## config.mk

```make
export PLATFORM = sky130hd
export DESIGN_NAME = rs_adder_station
export DESIGN_NICKNAME = d
export VERILOG_FILES = /design/src/rtl/rs_pkg.sv /design/src/rtl/rs_prio_enc.sv /design/src/rtl/rs_adder_station.sv
export SDC_FILE = /design/constraint.sdc
export NUM_CORES = 1
export LEC_CHECK = 0
export ABC_CLOCK_PERIOD_IN_PS = 29700
export BUFFER_PORTS_ARGS = -buffer_cell sky130_fd_sc_hd__buf_2
export CORE_MARGIN = 2
export CORE_UTILIZATION = 35
export CTS_BUF_LIST = sky130_fd_sc_hd__clkbuf_4
export DETAILED_ROUTE_END_ITERATION = 12
export GPL_TIMING_DRIVEN = 0
export HOLD_SLACK_MARGIN = 0.08
export PLACE_DENSITY = 0.55
export RECOVER_POWER = 25
export SKIP_CTS_REPAIR_TIMING = 1
export SLEW_MARGIN = 20
export SYNTH_ARGS = -nofsm -noshare
export SYNTH_HDL_FRONTEND = slang
export SYNTH_SLANG_ARGS = --single-unit
```

## constraint.sdc

```tcl
create_clock -name Clock -period 29.7 [get_ports Clock]
set_input_delay 5.94 -clock Clock [delete_from_list [all_inputs] [get_ports Clock]]
set_output_delay 5.94 -clock Clock [all_outputs]
set_load 0.02 [all_outputs]
```

## src/rtl/rs_pkg.sv

```systemverilog
// Shared types and constants for the adder reservation station.
// Tag 0 means "value present"; other tags name the slot producing a value.
package rs_pkg;

  localparam int TAG_W_DEF = 4;
  typedef logic [TAG_W_DEF-1:0] tag_t;
  localparam tag_t TAG_NONE = '0;

  localparam int OP_LSB = 0;
  localparam int OP_W   = 4;
  localparam int Y_LSB  = 4;
  localparam int X_LSB  = 7;
  localparam int RA_W   = 3;

  typedef enum logic [OP_W-1:0] {
    OP_ADD = 4'd0,
    OP_SUB = 4'd1
  } adder_op_t;

endpackage

```

## src/rtl/rs_prio_enc.sv

```systemverilog
// Lowest-index-first priority encoder over a request vector.
module rs_prio_enc #(
  parameter int N     = 8,
  parameter int IDX_W = (N > 1) ? $clog2(N) : 1
) (
  input  logic [N-1:0]     req,
  output logic [IDX_W-1:0] idx,
  output logic             valid
);

  // Scanning downward means the last hit, the lowest index, wins.
  always_comb begin
    idx   = '0;
    valid = 1'b0;
    for (int i = N - 1; i >= 0; i--) begin
      if (req[i]) begin
        idx   = IDX_W'(i);
        valid = 1'b1;
      end
    end
  end

endmodule

```

## src/rtl/rs_adder_station.sv

```systemverilog
// Tomasulo reservation station for the adder: issue with renaming, CDB snoop,
// one-deep dispatch register to the adder, slot release on own-tag broadcast.
module rs_adder_station
  import rs_pkg::*;
#(
  parameter int ENTRIES   = 8,
  parameter int DATA_W    = 16,
  parameter int REG_COUNT = 8,
  parameter int TAG_W     = 4,
  parameter int TAG_BASE  = 1
) (
  input  logic                Clock,
  input  logic                Reset,
  input  logic                Adderin,
  input  logic [15:0]         instruction,
  output logic                IssueReady,
  output logic [2:0]          RegAddrJ,
  output logic [2:0]          RegAddrK,
  input  logic [DATA_W-1:0]   RegDataJ,
  input  logic [DATA_W-1:0]   RegDataK,
  input  logic                CdbValid,
  input  logic [TAG_W-1:0]    CdbTag,
  input  logic [DATA_W-1:0]   CdbData,
  output logic                ExecValid,
  input  logic                ExecReady,
  output logic [3:0]          ExecOp,
  output logic [DATA_W-1:0]   ExecA,
  output logic [DATA_W-1:0]   ExecB,
  output logic [TAG_W-1:0]    ExecTag,
  output logic [ENTRIES-1:0]  Busy
);

  localparam int IDX_W = (ENTRIES > 1) ? $clog2(ENTRIES) : 1;
  localparam int SRC_W = (REG_COUNT > 1) ? $clog2(REG_COUNT) : 1;
  localparam logic [TAG_W-1:0] NO_TAG = TAG_W'(TAG_NONE);

  function automatic logic [TAG_W-1:0] slot_tag(input int idx);
    return TAG_W'(TAG_BASE + idx);
  endfunction

  logic [ENTRIES-1:0] busy_q, busy_d;
  logic [ENTRIES-1:0] disp_q, disp_d;
  logic [OP_W-1:0]    op_q [ENTRIES];
  logic [OP_W-1:0]    op_d [ENTRIES];
  logic [DATA_W-1:0]  vj_q [ENTRIES];
  logic [DATA_W-1:0]  vj_d [ENTRIES];
  logic [DATA_W-1:0]  vk_q [ENTRIES];
  logic [DATA_W-1:0]  vk_d [ENTRIES];
  logic [TAG_W-1:0]   qj_q [ENTRIES];
  logic [TAG_W-1:0]   qj_d [ENTRIES];
  logic [TAG_W-1:0]   qk_q [ENTRIES];
  logic [TAG_W-1:0]   qk_d [ENTRIES];
  logic [TAG_W-1:0]   stat_q [REG_COUNT];
  logic [TAG_W-1:0]   stat_d [REG_COUNT];

  logic               exec_valid_q, exec_valid_d;
  logic [OP_W-1:0]    exec_op_q, exec_op_d;
  logic [DATA_W-1:0]  exec_a_q, exec_a_d;
  logic [DATA_W-1:0]  exec_b_q, exec_b_d;
  logic [TAG_W-1:0]   exec_tag_q, exec_tag_d;

  logic [ENTRIES-1:0] free_req, ready_req;
  logic [IDX_W-1:0]   free_idx, ready_idx;
  logic               free_vld, ready_vld;
  logic               issue_go;

  logic [SRC_W-1:0]   src_j, src_k;
  logic [TAG_W-1:0]   st_j, st_k;
  logic [TAG_W-1:0]   res_qj, res_qk;
  logic [DATA_W-1:0]  res_vj, res_vk;
  logic [5:0]         unused_instr;

  assign unused_instr = instruction[15:10];
  assign RegAddrJ     = instruction[X_LSB +: RA_W];
  assign RegAddrK     = instruction[Y_LSB +: RA_W];
  assign src_j        = instruction[X_LSB +: SRC_W];
  assign src_k        = instruction[Y_LSB +: SRC_W];

  always_comb begin
    for (int i = 0; i < ENTRIES; i++) begin
      free_req[i]  = ~busy_q[i];
      ready_req[i] = busy_q[i] & ~disp_q[i] & (qj_q[i] == NO_TAG) & (qk_q[i] == NO_TAG);
    end
  end

  rs_prio_enc #(.N(ENTRIES), .IDX_W(IDX_W)) u_free_sel (
    .req   (free_req),
    .idx   (free_idx),
    .valid (free_vld)
  );

  rs_prio_enc #(.N(ENTRIES), .IDX_W(IDX_W)) u_ready_sel (
    .req   (ready_req),
    .idx   (ready_idx),
    .valid (ready_vld)
  );

  assign IssueReady = free_vld;
  assign issue_go   = Adderin & free_vld;

  // Source lookup uses the pre-rename status, so X==Y both see the old producer.
  always_comb begin
    st_j   = stat_q[src_j];
    st_k   = stat_q[src_k];
    res_qj = st_j;
    res_vj = '0;
    res_qk = st_k;
    res_vk = '0;
    if (st_j == NO_TAG) begin
      res_qj = NO_TAG;
      res_vj = RegDataJ;
    end else if (CdbValid && CdbTag == st_j) begin
      res_qj = NO_TAG;
      res_vj = CdbData;
    end
    if (st_k == NO_TAG) begin
      res_qk = NO_TAG;
      res_vk = RegDataK;
    end else if (CdbValid && CdbTag == st_k) begin
      res_qk = NO_TAG;
      res_vk = CdbData;
    end
  end

  always_comb begin
    busy_d       = busy_q;
    disp_d       = disp_q;
    op_d         = op_q;
    vj_d         = vj_q;
    vk_d         = vk_q;
    qj_d         = qj_q;
    qk_d         = qk_q;
    stat_d       = stat_q;
    exec_valid_d = exec_valid_q;
    exec_op_d    = exec_op_q;
    exec_a_d     = exec_a_q;
    exec_b_d     = exec_b_q;
    exec_tag_d   = exec_tag_q;

    if (!exec_valid_q || ExecReady) begin
      exec_valid_d = ready_vld;
      if (ready_vld) begin
        exec_op_d         = op_q[ready_idx];
        exec_a_d          = vj_q[ready_idx];
        exec_b_d          = vk_q[ready_idx];
        exec_tag_d        = slot_tag(int'(ready_idx));
        disp_d[ready_idx] = 1'b1;
      end
    end

    // Release is placed after dispatch so a slot freed this edge stays clear.
    if (CdbValid) begin
      for (int i = 0; i < ENTRIES; i++) begin
        if (busy_q[i]) begin
          if (qj_q[i] != NO_TAG && qj_q[i] == CdbTag) begin
            qj_d[i] = NO_TAG;
            vj_d[i] = CdbData;
          end
          if (qk_q[i] != NO_TAG && qk_q[i] == CdbTag) begin
            qk_d[i] = NO_TAG;
            vk_d[i] = CdbData;
          end
          if (CdbTag == slot_tag(i)) begin
            busy_d[i] = 1'b0;
            disp_d[i] = 1'b0;
          end
        end
      end
      for (int r = 0; r < REG_COUNT; r++) begin
        if (stat_q[r] != NO_TAG && stat_q[r] == CdbTag) stat_d[r] = NO_TAG;
      end
    end

    if (issue_go) begin
      busy_d[free_idx] = 1'b1;
      disp_d[free_idx] = 1'b0;
      op_d[free_idx]   = instruction[OP_LSB +: OP_W];
      qj_d[free_idx]   = res_qj;
      vj_d[free_idx]   = res_vj;
      qk_d[free_idx]   = res_qk;
      vk_d[free_idx]   = res_vk;
      stat_d[src_j]    = slot_tag(int'(free_idx));
    end
  end

  always_ff @(posedge Clock or posedge Reset) begin
    if (Reset) begin
      busy_q       <= '0;
      disp_q       <= '0;
      exec_valid_q <= 1'b0;
      exec_op_q    <= '0;
      exec_a_q     <= '0;
      exec_b_q     <= '0;
      exec_tag_q   <= '0;
      for (int i = 0; i < ENTRIES; i++) begin
        op_q[i] <= '0;
        vj_q[i] <= '0;
        vk_q[i] <= '0;
        qj_q[i] <= '0;
        qk_q[i] <= '0;
      end
      for (int r = 0; r < REG_COUNT; r++) stat_q[r] <= '0;
    end else begin
      busy_q       <= busy_d;
      disp_q       <= disp_d;
      op_q         <= op_d;
      vj_q         <= vj_d;
      vk_q         <= vk_d;
      qj_q         <= qj_d;
      qk_q         <= qk_d;
      stat_q       <= stat_d;
      exec_valid_q <= exec_valid_d;
      exec_op_q    <= exec_op_d;
      exec_a_q     <= exec_a_d;
      exec_b_q     <= exec_b_d;
      exec_tag_q   <= exec_tag_d;
    end
  end

  assign Busy      = busy_q;
  assign ExecValid = exec_valid_q;
  assign ExecOp    = exec_op_q;
  assign ExecA     = exec_a_q;
  assign ExecB     = exec_b_q;
  assign ExecTag   = exec_tag_q;

endmodule
```

# Yosys cells after proc, flatten, opt, wreduce, memory -nomap -nowiden
# Index checks and enable logic that the tools add are counted.
# W data, S select, Z words.
# totals
out_inout_bits	56
input_bits	73
word_cells	408
regBits	441
# classes
mux	191
magnitude_cmp	10
n_reduce_logical	75
eq_ne	34
bitwise	41
n_addsub	2
# op_table
operator	n
$mux W16	41
$mux W128	4
$bwmux W128	2
$mux W4	52
$mux W32	6
$bwmux W32	4
$eq A4 B4 Y1	26
$bmux W16 S3	2
$reduce_bool A4 Y1	24
$logic_not A4 Y1	18
$mux W1	50
$demux W16 S3	1
$mux W3	16
$mux W8	6
$bmux W4 S3	3
$logic_and A1 B1 Y1	30
$and A1 B1 Y1	25
$demux W4 S3	2
$eq A4 B3 Y1 const B	4
$ge A4 B4 Y1 const B	4
$not A3 Y4	4
$or A8 B8 Y8	2
$add A1 B3 Y4 const A	2
$and A8 B8 Y8	1
12 further kinds	24

# Longest topological paths before layout
# logic_depth
depth_word	24
mapped_depth	11
ltp_nobuf	8

# Modules after synthesis
# A second synthesis with hierarchy kept.
# hier_totals
cells_unflattened	2704
area_unflattened_um2	27159.8
# modules_own_cells
mod	seq_area_each_um2	area_each_um2	n_inst	cells_each
rs_adder_station	11035.6	26999.6	1	2678
rs_prio_enc	0.0	80.1	2	13

# Worst setup path before layout
# No wires, ideal clock.
# synth_timing
path_kind	input -> output
from	in instruction[7]
to	out RegAddrJ[0]
path_buffers	1
slack_ns	17.686
stages	1
arrival_ns	6.074
required_time_ns	23.760
path_cell_list	buf_4
# synth_rtl
item	line_no	text
start, declared	rs_adder_station.sv:15	input logic [15:0] instruction,
end, declared	rs_adder_station.sv:17	output logic [2:0] RegAddrJ,
# No word-level cell between the ends.

==> qor.txt <==
Outcome: complete, but fails checks
Failing checks: capacitance limit, slew limit
Clk pin slew, worst setup/hold paths: 0.07 ns
Crit path from: Reset
FF/Latch Area: 0.0110 mm2
Yosys warnings: 0
1st-pass router iterations: 8
Vias in the first global route: 19,800
Yosys reg bits: 441
CP dominant cell by count: clkbuf_1
Antenna violations before repair: 13
Least-Margin Pin Slew: 5.71 ns
CTS tree: done
Max incr delay on CP: 4.25 ns
CP arrival: 14.48 ns
Total number of vias: 19,900
DRC Markers: 0
Total GRT Usage: 25.8%
Syn Std Cell Area: 0.0221 mm2
Die Wd: 255 um
Num CTS Buffers: 121
Async SR Flop Fraction: 100%
Setup TNS: 0 ns
Core region area: 0.0627 mm2
Count leader, synth: dfrtp_1
Post-synth EDFFs: 0
Slew HR: -281%
Multi-input logic area: 0.00958 mm2
Final Hold Viols: 0
Count of final setup violators: 0
Crit path capture: vj_q[105]$_DFF_PP0_
Largest net degree at the start of global routing: 109
WL/cell: 25.7 um
Top cells by count, synth: dfrtp_1, o21ai_0, nand2_1
Mapped Nets: 2,249
Critical path's top delay family: buffers and inverters
Row count: 92
Die area: 0.0651 mm2
Top cells by area, synth: dfrtp_1, a222oi_1, o21ai_0
Final worst path period need: 14.83 ns
Area grow syn2layout: 14.1%
Period Utilization, post-route: 49.9%
Antenna Nets Post-Route: 0
Mean number of vias per cell: 5.99
Cell count after synthesis: 2,174
Sw power: 1590 uW
Fmax: 67.4 MHz
Ys flop type: dfrtp_1
Nets: 2,441
CTS sink count: 441
HPWL after detailed placement: 59.9 mm
CP max FO: 108
Final WL: 85.2 mm
Post-synth top area share: 50.0%
IO buf count: 63
Hold/Removal Path Class: flip-flop to flip-flop
Metal2 WL: 39.2 mm
Worst R2R Path Depth: 8
Initial DRC count: 2,678
Hold slack: 0.472 ns
Max Cap Viol: 3
Effective utilization at floorplan: 35.2%
Fill cell count: 6,217
Top sig layer: met5
DR WL met3: 7.76 mm
Clock buffer depth: 3
Syn avg cell area: 10.2 um2
Combinational share of power: 51.2%
Yosys cell types: 61
Clock latency on the worst-skew pair: 0.94 ns
Critical path capture point type: asynchronous set/reset pin
Reg2reg start: qk_q[28]$_DFF_PP0_
Wl on met1: 35.1 mm
Leakage power: 0.0117 uW
Setup crit start kind: input pin
Clock power share: 17.5%
Switching share of power: 47.7%
Global placer's final weighted congestion: 0.880
Part of the power in registers: 31.3%
First-pass GRT wire length: 125 mm
Pint: 1750 uW
Root buf cell: clkbuf_4
WP buf/inv: 4
Power Dens Cells: 133 mW/mm2
Stages on the worst setup path: 4
RSZ-0062 raised after global routing: no
Slew Limit Fails: 294
Worst path cell trace: clkbuf_1 -> inv_8 -> clkbuf_1 -> clkbuf_1
Total number of H-tree levels: 3
Slowest CP cell: clkbuf_1
Synth area leader: dfrtp_1
Crit path required time: 29.34 ns
I/O pins: 129
Die span in y: 255 um
GRT overflow: 0
CP Class: input pin to asynchronous set/reset pin
Max IR drop VDD: 0.118 mV
Share of cells above drive strength 1: 14.8%
RR Endpoint: ExecB[9]$_DFFE_PP0P_
Seq/Total Area, Yosys: 50.0%
Clk_skew: 0.0677 ns
R2r setup slk: 25.61 ns
## per-layer routing
metal	vias up	GRT usage, %
met4	12	10.9
met2	1070	40.4
met1	9988	34.1
met5	-	0
li1	8592	-
met3	221	6.52
## power groups by stage
stage / combinational, uW / clock (uW) / sequential (uW)
after global routing: 1820 / 628 / 1070
after global placement: 1660 / 0 / 1040
after detailed placement: 1680 / 0 / 1050
after floorplan: 1050 / 0 / 1020
final: 1710 / 585 / 1050
after CTS: 1690 / 595 / 1040
## registers in the layout (all words and copies together) (netlist names)
| name | cells |
|---|---|
| Busy | 8 |
| ExecA | 16 |
| ExecB | 16 |
| ExecOp | 4 |
| ExecTag | 4 |
| ExecValid | 1 |
| disp_q | 8 |
| op_q | 32 |
| qj_q | 32 |
| qk_q | 32 |
| stat_q | 32 |
| vj_q | 128 |
| vk_q | 128 |
## worst reg2reg max path, stage by stage, from the launching register on
cell,delay (ns)
dfrtp_1,0.40
or4_1,0.57
or4b_1,0.69
nand4_2,0.25
nor3_1,0.11
nor2_2,0.59
clkbuf_1,0.79
o21ai_0,0.35
o22a_1,0.25
## per-stage QoR
stage	setup slack, ns	cells	total power, uW	cell area [um2]	utilization [%]
5_1_grt	13.19	3320	3520	25200	40.1
3_3_place_gp	6.40	3083	2690	23500	37.4
6_report	14.87	3321	3340	25200	40.1
3_5_place_dp	17.42	3089	2730	23600	37.6
2_1_floorplan	11.47	2174	2070	22100	-
4_1_cts	17.42	3312	3320	25200	40.2
## layout by cell type, fill, tap and decap left out, types with 17 or more instances in the layout
cell type,n
o22ai_1,52
a211oi_1,45
clkbuf_1,148
clkbuf_4,187
nand3_1,72
o21ai_1,17
inv_1,152
xor2_1,50
buf_2,102
a22oi_1,112
nand2_1,158
nor3_1,26
buf_1,29
mux2i_1,34
clkinv_1,26
xnor2_1,49
o21ai_0,180
mux2_2,27
dfrtp_1,441
nor2_1,51
a221o_1,24
a21o_1,33
mux2_1,17
a21oi_1,39
a222oi_1,121
a22o_1,72
## cell type report
class,instances,share of cell area (%)
Tap cell,846,4.20
Antenna cell,9,0.0894
Clock buffer,187,5.57
Inverter,153,2.31
Sequential cell,441,43.8
Buffer,219,3.56
Multi-Input combinational cell,1361,38.1
Clock inverter,36,0.855
Timing Repair Buffer,69,1.54
## how the worst min path moves through the flow
stage                                 from                      to  slack [ns]  depth (start not counted)
floorplan             op_q[28]$_DFFE_PP0P_    op_q[28]$_DFFE_PP0P_        0.44                          2
global placement      op_q[30]$_DFFE_PP0P_    op_q[30]$_DFFE_PP0P_        0.46                          2
detailed placement    op_q[31]$_DFFE_PP0P_    op_q[31]$_DFFE_PP0P_        0.46                          2
CTS                   op_q[31]$_DFFE_PP0P_    op_q[31]$_DFFE_PP0P_        0.48                          2
global route        ExecTag[1]$_DFFE_PP0P_  ExecTag[1]$_DFFE_PP0P_        0.50                          2
finish              ExecTag[1]$_DFFE_PP0P_  ExecTag[1]$_DFFE_PP0P_        0.47                          2
## logic make-up after synthesis
group,synth area share (%)
AOI/OAI and AO/OA,24.9
xor gates and xnor gates,3.93
adders and majority gates,0.113
buffers and inverters,6.66
DFF,50.0
muxes,5.01
and+or+nand+nor,9.42
Note: power is estimated with default switching activity, not from simulation.
